`config.mk`:
```
export PLATFORM = sky130hd
export DESIGN_NAME = seg7_readback
export DESIGN_NICKNAME = d
export VERILOG_FILES = /design/src/rtl/seg7_pkg.sv /design/src/rtl/seg7_pattern_decode.sv /design/src/rtl/seg7_readback.sv
export SDC_FILE = /design/constraint.sdc
export NUM_CORES = 1
export LEC_CHECK = 0
export ABC_AREA = 1
export ABC_CLOCK_PERIOD_IN_PS = 3600
export BUFFER_PORTS_ARGS = -buffer_cell sky130_fd_sc_hd__buf_2
export CAP_MARGIN = 25
export CELL_PAD_IN_SITES_DETAIL_PLACEMENT = 1
export CELL_PAD_IN_SITES_GLOBAL_PLACEMENT = 1
export CORE_MARGIN = 2
export CORE_UTILIZATION = 41
export DETAILED_ROUTE_END_ITERATION = 10
export GPL_ROUTABILITY_DRIVEN = 1
export GPL_TIMING_DRIVEN = 0
export PLACE_DENSITY = 0.85
export SYNTH_ARGS = -nofsm -noshare
export SYNTH_HDL_FRONTEND = slang
export SYNTH_SLANG_ARGS = --single-unit
```
`constraint.sdc`:
```
create_clock -name clk -period 3.6 [get_ports clk]
set_input_delay 0.72 -clock clk [delete_from_list [all_inputs] [get_ports clk]]
set_output_delay 0.72 -clock clk [all_outputs]
set_load 0.005 [all_outputs]
```
`src/rtl/seg7_pkg.sv`:
```
// Shared constants for the 7-segment readback path: segment width, the
// abcdefg patterns for each digit (decimal and hex) and the "bad value" code.
package seg7_pkg;

    localparam int SEG_W = 7;

    // Bit order is a(6) b(5) c(4) d(3) e(2) f(1) g(0).
    localparam logic [SEG_W-1:0] SEG_0 = 7'h7E;
    localparam logic [SEG_W-1:0] SEG_1 = 7'h30;
    localparam logic [SEG_W-1:0] SEG_2 = 7'h6D;
    localparam logic [SEG_W-1:0] SEG_3 = 7'h79;
    localparam logic [SEG_W-1:0] SEG_4 = 7'h33;
    localparam logic [SEG_W-1:0] SEG_5 = 7'h5B;
    localparam logic [SEG_W-1:0] SEG_6 = 7'h5F;
    localparam logic [SEG_W-1:0] SEG_7 = 7'h70;
    localparam logic [SEG_W-1:0] SEG_8 = 7'h7F;
    localparam logic [SEG_W-1:0] SEG_9 = 7'h7B;

    localparam logic [SEG_W-1:0] SEG_HA = 7'h77;
    localparam logic [SEG_W-1:0] SEG_HB = 7'h1F;
    localparam logic [SEG_W-1:0] SEG_HC = 7'h4E;
    localparam logic [SEG_W-1:0] SEG_HD = 7'h3D;
    localparam logic [SEG_W-1:0] SEG_HE = 7'h4F;
    localparam logic [SEG_W-1:0] SEG_HF = 7'h47;

    localparam logic [SEG_W-1:0] SEG_BLANK = 7'h00;
    localparam logic [3:0]       BAD_VAL   = 4'hF;

endpackage

```
`src/rtl/seg7_pattern_decode.sv`:
```
// Combinational abcdefg -> {ok, value} decoder. Hex letters A..F decode only
// when SEG7_HEX_EN is defined; otherwise they are reported as bad (F, ok=0).
module seg7_pattern_decode
    import seg7_pkg::*;
(
    input  logic [SEG_W-1:0] i_seg,
    output logic             o_ok,
    output logic [3:0]       o_val
);

    always_comb begin
        o_ok  = 1'b1;
        o_val = BAD_VAL;
        case (i_seg)
            SEG_0:   o_val = 4'h0;
            SEG_1:   o_val = 4'h1;
            SEG_2:   o_val = 4'h2;
            SEG_3:   o_val = 4'h3;
            SEG_4:   o_val = 4'h4;
            SEG_5:   o_val = 4'h5;
            SEG_6:   o_val = 4'h6;
            SEG_7:   o_val = 4'h7;
            SEG_8:   o_val = 4'h8;
            SEG_9:   o_val = 4'h9;
`ifdef SEG7_HEX_EN
            SEG_HA:  o_val = 4'hA;
            SEG_HB:  o_val = 4'hB;
            SEG_HC:  o_val = 4'hC;
            SEG_HD:  o_val = 4'hD;
            SEG_HE:  o_val = 4'hE;
            SEG_HF:  o_val = 4'hF;
`endif
            default: begin
                o_ok  = 1'b0;
                o_val = BAD_VAL;
            end
        endcase
    end

endmodule

```
`src/rtl/seg7_readback.sv`:
```
// Recovers digit values from a multiplexed 7-segment bus and emits whole frames
// on a valid/ready stream. Optional hex-letter decode via SEG7_HEX_EN.
module seg7_readback
    import seg7_pkg::*;
#(
    parameter int NUM_DIGITS     = 4,
    parameter int STABLE_CYCLES  = 4,
    parameter bit SEG_ACTIVE_LOW = 1'b0
)(
    input  logic                    clk,
    input  logic                    rst,
    input  logic [SEG_W-1:0]        seg_in,
    input  logic [NUM_DIGITS-1:0]   dig_sel,
    output logic                    out_valid,
    input  logic                    out_ready,
    output logic [4*NUM_DIGITS-1:0] out_data,
    output logic [NUM_DIGITS-1:0]   out_err,
    output logic                    overrun
);

    localparam int               CNT_W   = $clog2(STABLE_CYCLES + 1);
    localparam logic [CNT_W-1:0] CNT_MAX = CNT_W'(STABLE_CYCLES);

    // Input sample (s_t) and the sample before it (s_t-1).
    logic [SEG_W-1:0]      r_seg;
    logic [SEG_W-1:0]      r_seg_prev;
    logic [NUM_DIGITS-1:0] r_sel;
    logic [NUM_DIGITS-1:0] r_sel_prev;

    logic [CNT_W-1:0]      r_cnt;
    logic [CNT_W-1:0]      w_cnt_next;
    logic                  w_same;
    logic                  w_one_hot;
    logic                  w_capture;

    logic [SEG_W-1:0]      w_seg_pos;
    logic                  w_dec_ok;
    logic [3:0]            w_dec_val;

    logic [3:0]            r_slot_val [NUM_DIGITS];
    logic                  r_slot_err [NUM_DIGITS];
    logic [NUM_DIGITS-1:0] r_mask;
    logic [NUM_DIGITS-1:0] w_wr_en;
    logic [NUM_DIGITS-1:0] w_mask_set;
    logic [4*NUM_DIGITS-1:0] w_frame_data;
    logic [NUM_DIGITS-1:0] w_frame_err;
    logic                  w_frame_done;
    logic                  w_load;
    logic                  w_accept;

    logic                    r_out_valid;
    logic [4*NUM_DIGITS-1:0] r_out_data;
    logic [NUM_DIGITS-1:0]   r_out_err;
    logic                    r_overrun;

    always_ff @(posedge clk) begin
        if (rst) begin
            r_seg      <= SEG_BLANK;
            r_seg_prev <= SEG_BLANK;
            r_sel      <= '0;
            r_sel_prev <= '0;
        end else begin
            r_seg      <= seg_in;
            r_seg_prev <= r_seg;
            r_sel      <= dig_sel;
            r_sel_prev <= r_sel;
        end
    end

    assign w_seg_pos = SEG_ACTIVE_LOW ? ~r_seg : r_seg;
    assign w_same    = (r_seg == r_seg_prev) && (r_sel == r_sel_prev);

    // Counter saturates at CNT_MAX so a long dwell captures exactly once; a
    // fresh sample restarts at 1 so STABLE_CYCLES==1 still captures.
    always_comb begin
        w_one_hot  = ($countones(r_sel) == 1);
        w_cnt_next = '0;
        w_capture  = 1'b0;
        if (w_one_hot) begin
            if (!w_same) begin
                w_cnt_next = CNT_W'(1);
            end else if (r_cnt != CNT_MAX) begin
                w_cnt_next = r_cnt + 1'b1;
            end else begin
                w_cnt_next = r_cnt;
            end
            w_capture = (w_cnt_next == CNT_MAX) && (!w_same || (r_cnt != CNT_MAX));
        end
    end

    always_ff @(posedge clk) begin
        if (rst) begin
            r_cnt <= '0;
        end else begin
            r_cnt <= w_cnt_next;
        end
    end

    seg7_pattern_decode u_decode (
        .i_seg (w_seg_pos),
        .o_ok  (w_dec_ok),
        .o_val (w_dec_val)
    );

    assign w_wr_en = w_capture ? r_sel : '0;

    // The completing digit is merged in combinationally so the frame can load
    // on the same edge it is captured.
    for (genvar gi = 0; gi < NUM_DIGITS; gi++) begin : g_slot
        always_ff @(posedge clk) begin
            if (rst) begin
                r_slot_val[gi] <= 4'h0;
                r_slot_err[gi] <= 1'b0;
            end else if (w_wr_en[gi]) begin
                r_slot_val[gi] <= w_dec_val;
                r_slot_err[gi] <= !w_dec_ok;
            end
        end

        assign w_frame_data[4*gi +: 4] = w_wr_en[gi] ? w_dec_val : r_slot_val[gi];
        assign w_frame_err[gi]         = w_wr_en[gi] ? !w_dec_ok : r_slot_err[gi];
    end

    assign w_mask_set   = r_mask | w_wr_en;
    assign w_frame_done = w_capture && (&w_mask_set);
    assign w_accept     = r_out_valid && out_ready;
    assign w_load       = w_frame_done && (!r_out_valid || out_ready);

    always_ff @(posedge clk) begin
        if (rst) begin
            r_mask      <= '0;
            r_out_valid <= 1'b0;
            r_out_data  <= '0;
            r_out_err   <= '0;
            r_overrun   <= 1'b0;
        end else begin
            r_mask <= w_frame_done ? '0 : w_mask_set;
            if (w_load) begin
                r_out_valid <= 1'b1;
                r_out_data  <= w_frame_data;
                r_out_err   <= w_frame_err;
            end else if (w_accept) begin
                r_out_valid <= 1'b0;
            end
            // Held frame is stalled: the new one is dropped, not queued.
            if (w_frame_done && !w_load) begin
                r_overrun <= 1'b1;
            end
        end
    end

    assign out_valid = r_out_valid;
    assign out_data  = r_out_data;
    assign out_err   = r_out_err;
    assign overrun   = r_overrun;

endmodule

```
---- Word level (Yosys, flattened, before mapping) ----
Memory sizes are Yosys's and may differ from the RTL's. A register that Yosys moved wholly into a read port is not among the register bits.
Cells that the tools add are included.
word-level totals
  flip-flop bits (word level) ............. 31
  memories kept ........................... 2
  bits in writable memories ............... 20
operators by class
  mux-type cells .......................... 31
  bitwise gates (word level) .............. 10
  add/subtract/negate cells ............... 4
  equality and inequality tests ........... 15
  reductions and logical operators ........ 17
memory list
  memory      depth  width  read ports  clocked after memory_dff  wr ports  RTL line             RTL
  r_slot_val  4      4      4           4                         4         seg7_readback.sv:40  logic [3:0] r_slot_val [NUM_DIGITS];
  r_slot_err  4      1      4           4                         4         seg7_readback.sv:41  logic r_slot_err [NUM_DIGITS];
operator list
  kind                 count
  $eq 7x7->1 const B   8
  $pmux 4 s10          1
  $mux 1               22
  $mux 4               5
  $eq 7x6->1 const B   2
  $reduce_or 10->1     1
  $mux 3               3
  $or 1x1->1           8
  $eq 7x7->1           1
  $logic_and 1x1->1    6
  $add 1x1->2          2
  $eq 4x4->1           1
  $logic_not 1->1      4
  $or 4x4->4           1
  $reduce_and 4->1     1
  $reduce_or 2->1      2
  $add 2x2->3          1
  $add 3x1->3 const B  1
  $eq 3x1->1 const B   1
  $eq 3x3->1 const B   1
  $ne 3x3->1 const B   1
  $logic_or 1x1->1     2
  $reduce_bool 2->1    1
  $not 1->1            1

---- Longest topological paths before layout ----
Gate-level depths: netlist of run 1.
  depth in word-level cells ............... 14
  depth in mapped cells ................... 17

---- By module ----
From an unflattened synthesis of run 1, not the netlist that was laid out.
second synthesis, totals
  cells, all modules ...................... 445
  area total of the unflattened synthesis .. 3164.3 um^2
modules (own cells, without submodules)
  module               cells an instance  times used  area each (um^2)
  seg7_readback        394                1           2911.5
  seg7_pattern_decode  51                 1           252.7

---- Worst setup path before layout of run 1 ----
Ideal clock, no wire load.
  kind .................................... reg2reg
  from .................................... register r_sel[0]
  to ...................................... register r_out_data[10], in the netlist out_data[10], read port of r_slot_val
  data required time ...................... 3.487 ns
  path buffers ............................ 1
  period minus slack after synthesis ...... 2.906 ns
  slack ................................... 0.694 ns
  data arrival time ....................... 2.793 ns
  cell stages (with the launch flop) ...... 16
  cells stage by stage .................... dfxtp_1 > inv_1 > fa_1 > inv_1 > ha_1 > ha_1 > nand3b_1 > nor3_1 > nand4_1 > a21oi_1 > inv_1 > nor2_4 > buf_6 > nand3_1 > nand2_1 > nor2_1
on the way
  cells in the longest elaborated chain, start to end .. 12
  elaborated cells between the ends (all ways) .. 17
  those cells by class .................... 2 x add/sub; 3 x eq/ne; 4 x mux; 1 x bitwise; 7 x reduce/logical
ends and longest elaborated chain
  what                    RTL line              RTL
  start, declared         seg7_readback.sv:27   logic [NUM_DIGITS-1:0] r_sel;
  start signal, assigned  seg7_readback.sv:65   r_sel <= dig_sel;
  $eq 4x4->1              seg7_readback.sv:71   assign w_same = (r_seg == r_seg_prev) && (r_sel == r_sel_prev);
  $logic_and 1x1->1       seg7_readback.sv:71
  $mux 3                  seg7_readback.sv:80   if (!w_same) begin
  $mux 3                  seg7_readback.sv:79   if (w_one_hot) begin
  $eq 3x3->1              seg7_readback.sv:87   w_capture = (w_cnt_next == CNT_MAX) && (!w_same || (r_cnt != CNT_MAX));
  $logic_and 1x1->1       seg7_readback.sv:87
  $mux 1                  seg7_readback.sv:79
  $mux 4                  seg7_readback.sv:105  assign w_wr_en = w_capture ? r_sel : '0;
  $or 4x4->4              seg7_readback.sv:124  assign w_mask_set = r_mask | w_wr_en;
  $reduce_and 4->1        seg7_readback.sv:125  assign w_frame_done = w_capture && (&w_mask_set);
  $logic_and 1x1->1 (*)   seg7_readback.sv:125
  $logic_and 1x1->1 (*)   seg7_readback.sv:127  assign w_load = w_frame_done && (!r_out_valid || out_ready);
  end, declared           seg7_readback.sv:52   logic [4*NUM_DIGITS-1:0] r_out_data;
Mark *: on every way between the ends. The rest lies on a longest branch, timed or not. The select of a mux whose other input is x is not followed.
A chain may end at the register's enable or synchronous reset.

---- Worst setup path in the final report of run 1 ----
  from .................................... register r_sel[1]
  to ...................................... register r_out_data[9], in the netlist out_data[9], read port of r_slot_val
Same word-level chain as after synthesis.

==> metrics.txt, run 1 <==
CP peak stage delay around 520 ps; commonest non-fill, non-tap cell in the layout nand2_1; Syn Inst Count between 400 and 500; final number of hold-violating endpoints 0; HPWL Detailed 5760 µm; Total GRT Usage a little over a fifth; layout cells sized above 1 slightly below 20%; 1st-iter DRT viols 98; simple-gate area share of the yosys netlist between 30% and 40%; Syn Area/Cell between 7 and 8 µm²; Max Freq ~300 MHz; CP startpoint kind flop; gp weighted congestion about 0.85; slowest CP cell fa_1; Int Power ~0.0012 W; Post-Route Setup TNS 0 ps; hold bufs inserted after CTS 0; I/O Buffers 34; outcome completed; synthesized area about 3100 µm²; HP Class reg -> reg; die area 8310 µm²; count of different cell masters after synthesis 24; Seq pwr share ~52%; final-report max-slew violation count 0; YS warnings 0; Wirelength per Cell 13.5 µm; critical path type reg -> reg; Post-layout nets approximately 500; Area after DPL ~3400 µm²; compound-gate portion of the synthesized area slightly below 2%; maximum VDD drop roughly 320 µV; Die Y ~91 µm; Psw approximately 0.00038 W; headroom to the max-slew limit between 60% and 70%; final setup violation count 0; post-synthesis sequential area ratio a little under half; Worst Setup End Kind flop; adder-cell share of the synthesized area 2.25%; Die X 91.2 µm; ANT cells 0; synthesized flop and latch total between 70 and 80; R2R cell count 15; final WL approximately 8100 µm; CTS buffer count 9; dominant cells by area after synthesis dfxtp_1 (46%), nand3_1 (11%), nand2_1 (11%); data arrival time of the critical path between 3000 and 4000 ps; flop2flop setup slack ~260 ps; final period utilization between 90 and 100%; worst-path fanout max 10; Root Driver clkbuf_8; max cap viols 0; Final Skew approximately 8.4 ps; Slew @ Worst Pin ~540 ps; # clock sinks 71; Reg clk slew, reported paths 70 ps; Starting Density between 40% and 50%; number of antenna violations at the first check in global routing 0; clk buf depth 2; Yosys top cell by area dfxtp_1; main combinational cell family by area after synthesis simple AND/OR/NAND/NOR gates; H-tree depth 3; area grow syn2layout 16.8%; DR pass1 iterations 5; crit path time final ~3300 ps; largest net degree at the start of global routing 12; Pwr Density 429 nW/µm²; Clk pwr share a little over two fifths; Sw Ratio 24.1%; antenna-violating nets left 0; DRC violations left 0; post-synthesis mux area share 0%; vias in the first global route just over 3k; IO Pins 36; syn_nets around 460; post-synth top area share around 46%; DR vias/cell between 4 and 5; GRT overflow 0; commonest cells after routing, fill and taps aside nand2_1 (90), nor2_1 (82), dfxtp_1 (71); global-route wire length before repair around 14,000 µm; cells along the critical path inv_1 > fa_1 > inv_1 > ha_1 > ha_1 > nand3b_1 > nor3_2 > nand4_1 > nand2_2 > nand3_2 > nor2_4 > buf_6 > nand3_1 > nand2_1 > nor2_1; RSZ-0062 raised after global routing no; clock latency on the worst-skew pair 350 ps; Pleak around 1.7 nW; Core Rows 31; CP required 3850 ps; CTS tree built; vias roughly 2.9k; core area 7290 µm²; Finished Cell Area around 3600 µm²; worst hold stages 2; combinational power share under 10%; Post-Synth XOR/XNOR Area ~1.1%
-- sequential cells by signal (all words and copies together), names as in the netlist, 3 cells and up --
name and cells:
out_err 4, r_slot_val 16, out_data 16, r_cnt 3, r_seg_prev 7, r_mask 4
r_seg 7, r_slot_err 4, r_sel_prev 4, r_sel 4
-- power by group through the flow --
stage          clock network, W  logic [W]  registers (W)
6_report               0.000650  0.0000992       0.000811
5_1_grt                0.000694   0.000115       0.000813
4_1_cts                0.000659  0.0000988       0.000811
3_5_place_dp                  0  0.0000964       0.000829
3_3_place_gp                  0  0.0000892       0.000828
2_1_floorplan                 0  0.0000681       0.000826
-- path summary, 6_finish.rpt --
| path | start | end |
|---|---|---|
| setup reg to reg | r_sel[1] | out_data[9] |
| hold / removal | overrun | overrun |
| setup / recovery | r_sel[1] | out_data[9] |
| hold reg to reg | overrun | overrun |
-- synth_stat cells, drive strengths merged --
cell type  instances
and3               2
dfxtp             71
nand3b             1
a21oi              8
nand3             70
nand4              7
o21ai              4
ha                 4
xnor2              4
inv               75
nor3               3
buf                6
nand2             93
fa                 1
clkbuf             9
nor2              86
-- timing repair --
action	in CTS	in global routing
buffers inserted	0	3
setup endpoints to repair	0	25
resized for setup	0	2
-- cell families after synthesis --
| logic type | Yosys count |
|---|---|
| simple gates | 262 |
| buf+inv | 90 |
| flops | 71 |
| compound gates | 12 |
| fa+ha+maj | 5 |
| xor+xnor | 4 |
-- worst max-delay path, delay by kind of cell, from the launching register on --
family / cells / cell delay (ps)
buffers and inverters: 3 / 320
flip-flops: 1 / 380
AND/OR/NAND/NOR: 9 / 1540
adder cells (fa/ha/maj): 3 / 1000
-- through the flow --
step | utilization [%] | setup WS, ps | cells | hold slack (ps) | power, W
5_1_grt | 49.9 | 15.5 | 595 | 506 | 0.00162
6_report | 49.9 | 265 | 595 | 471 | 0.00156
4_1_cts | 49.5 | 2.47 | 592 | 463 | 0.00157
2_1_floorplan | - | 694 | 444 | 432 | 0.000894
3_5_place_dp | 46.8 | 98.1 | 577 | 454 | 0.000925
3_3_place_gp | 46.8 | 282 | 577 | 440 | 0.000917
-- layout make-up --
cell class | count | area (µm²)
multi-input cells | 283 | 1330
flip-flops and latches | 71 | 1420
inverters | 75 | 282
plain buffers | 15 | 88.8
repair buffers | 37 | 193
clock inverters | 3 | 42.5
well taps | 99 | 124
fillers | 998 | 3650
clock buffers | 12 | 155
-- routing by layer --
metal	vias up	share of wire (%)	GRT usage [%]
met2	40	52	39.3
met4	0	1.6	9.09
met1	1372	44	24.8
met3	13	2.4	2.74
li1	1455	-	-
met5	-	0	0
Power figures use the tool's default switching activity.
==> inputs of run 2 (changes only) <==
- PLACE_DENSITY: 0.85 -> 0.79
==> metrics.txt, run 2 (same netlist as run 1, synthesis figures left out) <==
number of antenna violations at the first check in global routing 0; post-layout util 49.5%; Layout fillers around 1.0k; HP Class reg -> reg; Core Rows 31; Reg clk slew, reported paths approximately 80 ps; slowest CP cell fa_1; Post-layout nets 510; CTS tree built; Post-Route Setup TNS 0 ps; Die Y slightly above 90 µm; DR pass1 iterations 4; hold bufs inserted after CTS 0; IO Pins 36; Placed Instances 577; CP startpoint kind flop; Area after DPL ~3400 µm²; outcome completed; DRC violations left 0; critical path type reg -> reg; clock latency on the worst-skew pair about 340 ps; RSZ-0062 raised after global routing no; Sequential Area between 1000 and 1500 µm²; WL met3 ~190 µm; Worst Setup End Kind flop; H-tree depth 3; 1st-iter DRT viols 63; Seq pwr share 53.5%; Sw Ratio 24.5%; Max Freq between 300 and 400 MHz; Total GRT Usage roughly 20%; max cap viols 0; Die X a little over 90 µm; final WL approximately 7400 µm; Root Driver clkbuf_8; Pleak around 1.7 nW; data arrival time of the critical path between 3000 and 4000 ps; layout cells sized above 1 18.8%; final period utilization between 80% and 90%; DR top layer met4; Int Power between 0.001 and 0.0015 W; cells along the critical path inv_1 > fa_1 > inv_1 > ha_1 > ha_1 > nand3b_1 > nor3_2 > nand4_1 > nand2_2 > nand3_2 > nor2_4 > buf_6 > nand3_1 > nand2_1 > nor2_1; CP peak stage delay approximately 540 ps; final number of hold-violating endpoints 0; final setup violation count 0; CP required roughly 3800 ps; clk buf depth 2; combinational power share under 10%; largest net degree at the start of global routing 12; Design Power about 0.0015 W; I/O Buffers 34; antenna-violating nets left 0; commonest cells after routing, fill and taps aside nand2_1 (90), nor2_1 (82), dfxtp_1 (71); Starting Density between 40% and 50%; CTS buffer count 9; # clock sinks between 70 and 80; Wirelength per Cell 12.5 µm; DR vias/cell 4.75; global-route wire length before repair about 13,000 µm; Psw between 0.0003 and 0.0004 W; Slew @ Worst Pin 526 ps; gp weighted congestion ~0.8; core area between 7000 and 8000 µm²; Finished Cell Area between 3000 and 4000 µm²; maximum VDD drop 188 µV; GRT overflow 0; multi-input logic area around 1300 µm²; vias in the first global route 2,992; vias approximately 2.8k; area grow syn2layout 15.8%; headroom to the max-slew limit 64.9%; commonest non-fill, non-tap cell in the layout nand2_1; Final Skew approximately 9.0 ps; WL met2 3590 µm; Met1 Routed Length between 3000 and 4000 µm; Pwr Density 420 nW/µm²; ANT cells 0; HPWL Detailed 5630 µm; final-report max-slew violation count 0; crit path time final roughly 3200 ps; die area 8310 µm²; Clk pwr share between 40% and 50%; final std cells w/o fill 594; worst-path fanout max 10
## run 2: per-stage QoR
stage / hold slack (ps) / setup WS (ps)
finish: 476 / 380
global placement: 444 / 249
global route: 497 / 66.6
floorplan: 432 / 694
CTS: 474 / 90.3
detailed placement: 458 / 113
## run 2: area by class of cell
cell class / count / share of cell area [%]
Sequential cell: 71 / 39.4
Multi-Input combinational cell: 283 / 36.8
Inverter: 75 / 7.80
Timing Repair Buffer: 36 / 5.13
Clock buffer: 11 / 3.64
Tap cell: 99 / 3.43
Buffer: 15 / 2.46
Clock inverter: 4 / 1.32
## run 2: critical path, delay by kind of cell, from the launching register on
| family | cells | cell delay, ps |
|---|---|---|
| flops | 1 | 380 |
| buf+inv | 3 | 280 |
| simple gates | 9 | 1490 |
| fa+ha+maj | 3 | 980 |
## run 2: power groups by stage
stage | Combinational (W) | Clock, W | Sequential (W)
finish | 0.0000965 | 0.000609 | 0.000811
global route | 0.000112 | 0.000655 | 0.000813
CTS | 0.0000971 | 0.000623 | 0.000811
detailed placement | 0.0000956 | 0 | 0.000829
global placement | 0.0000900 | 0 | 0.000828
floorplan | 0.0000681 | 0 | 0.000826
## run 2: final timing paths
| kind | start | to | slack, ps | cells after the start |
|---|---|---|---|---|
| worst min register to register | r_mask[1] | r_mask[1] | 480 | 2 |
| worst max register to register | r_sel[0] | out_data[15] | 380 | 15 |
| worst min-delay path | r_mask[1] | r_mask[1] | 480 | 2 |
| worst max-delay path | r_sel[0] | out_data[15] | 380 | 15 |
## run 2: repair_timing
item | CTS | global route
endpoints found under the setup margin | 0 | 25
endpoints found under the hold margin | 0 | 0
setup buffers | 0 | 2
gates resized for setup | 0 | 1
## run 2: per-layer routing
metal  global-route usage, %  up-vias
met5                       0        -
met4                    9.34        0
met3                    3.24       12
met2                    33.8       30
met1                    23.4     1328
li1                        -     1450
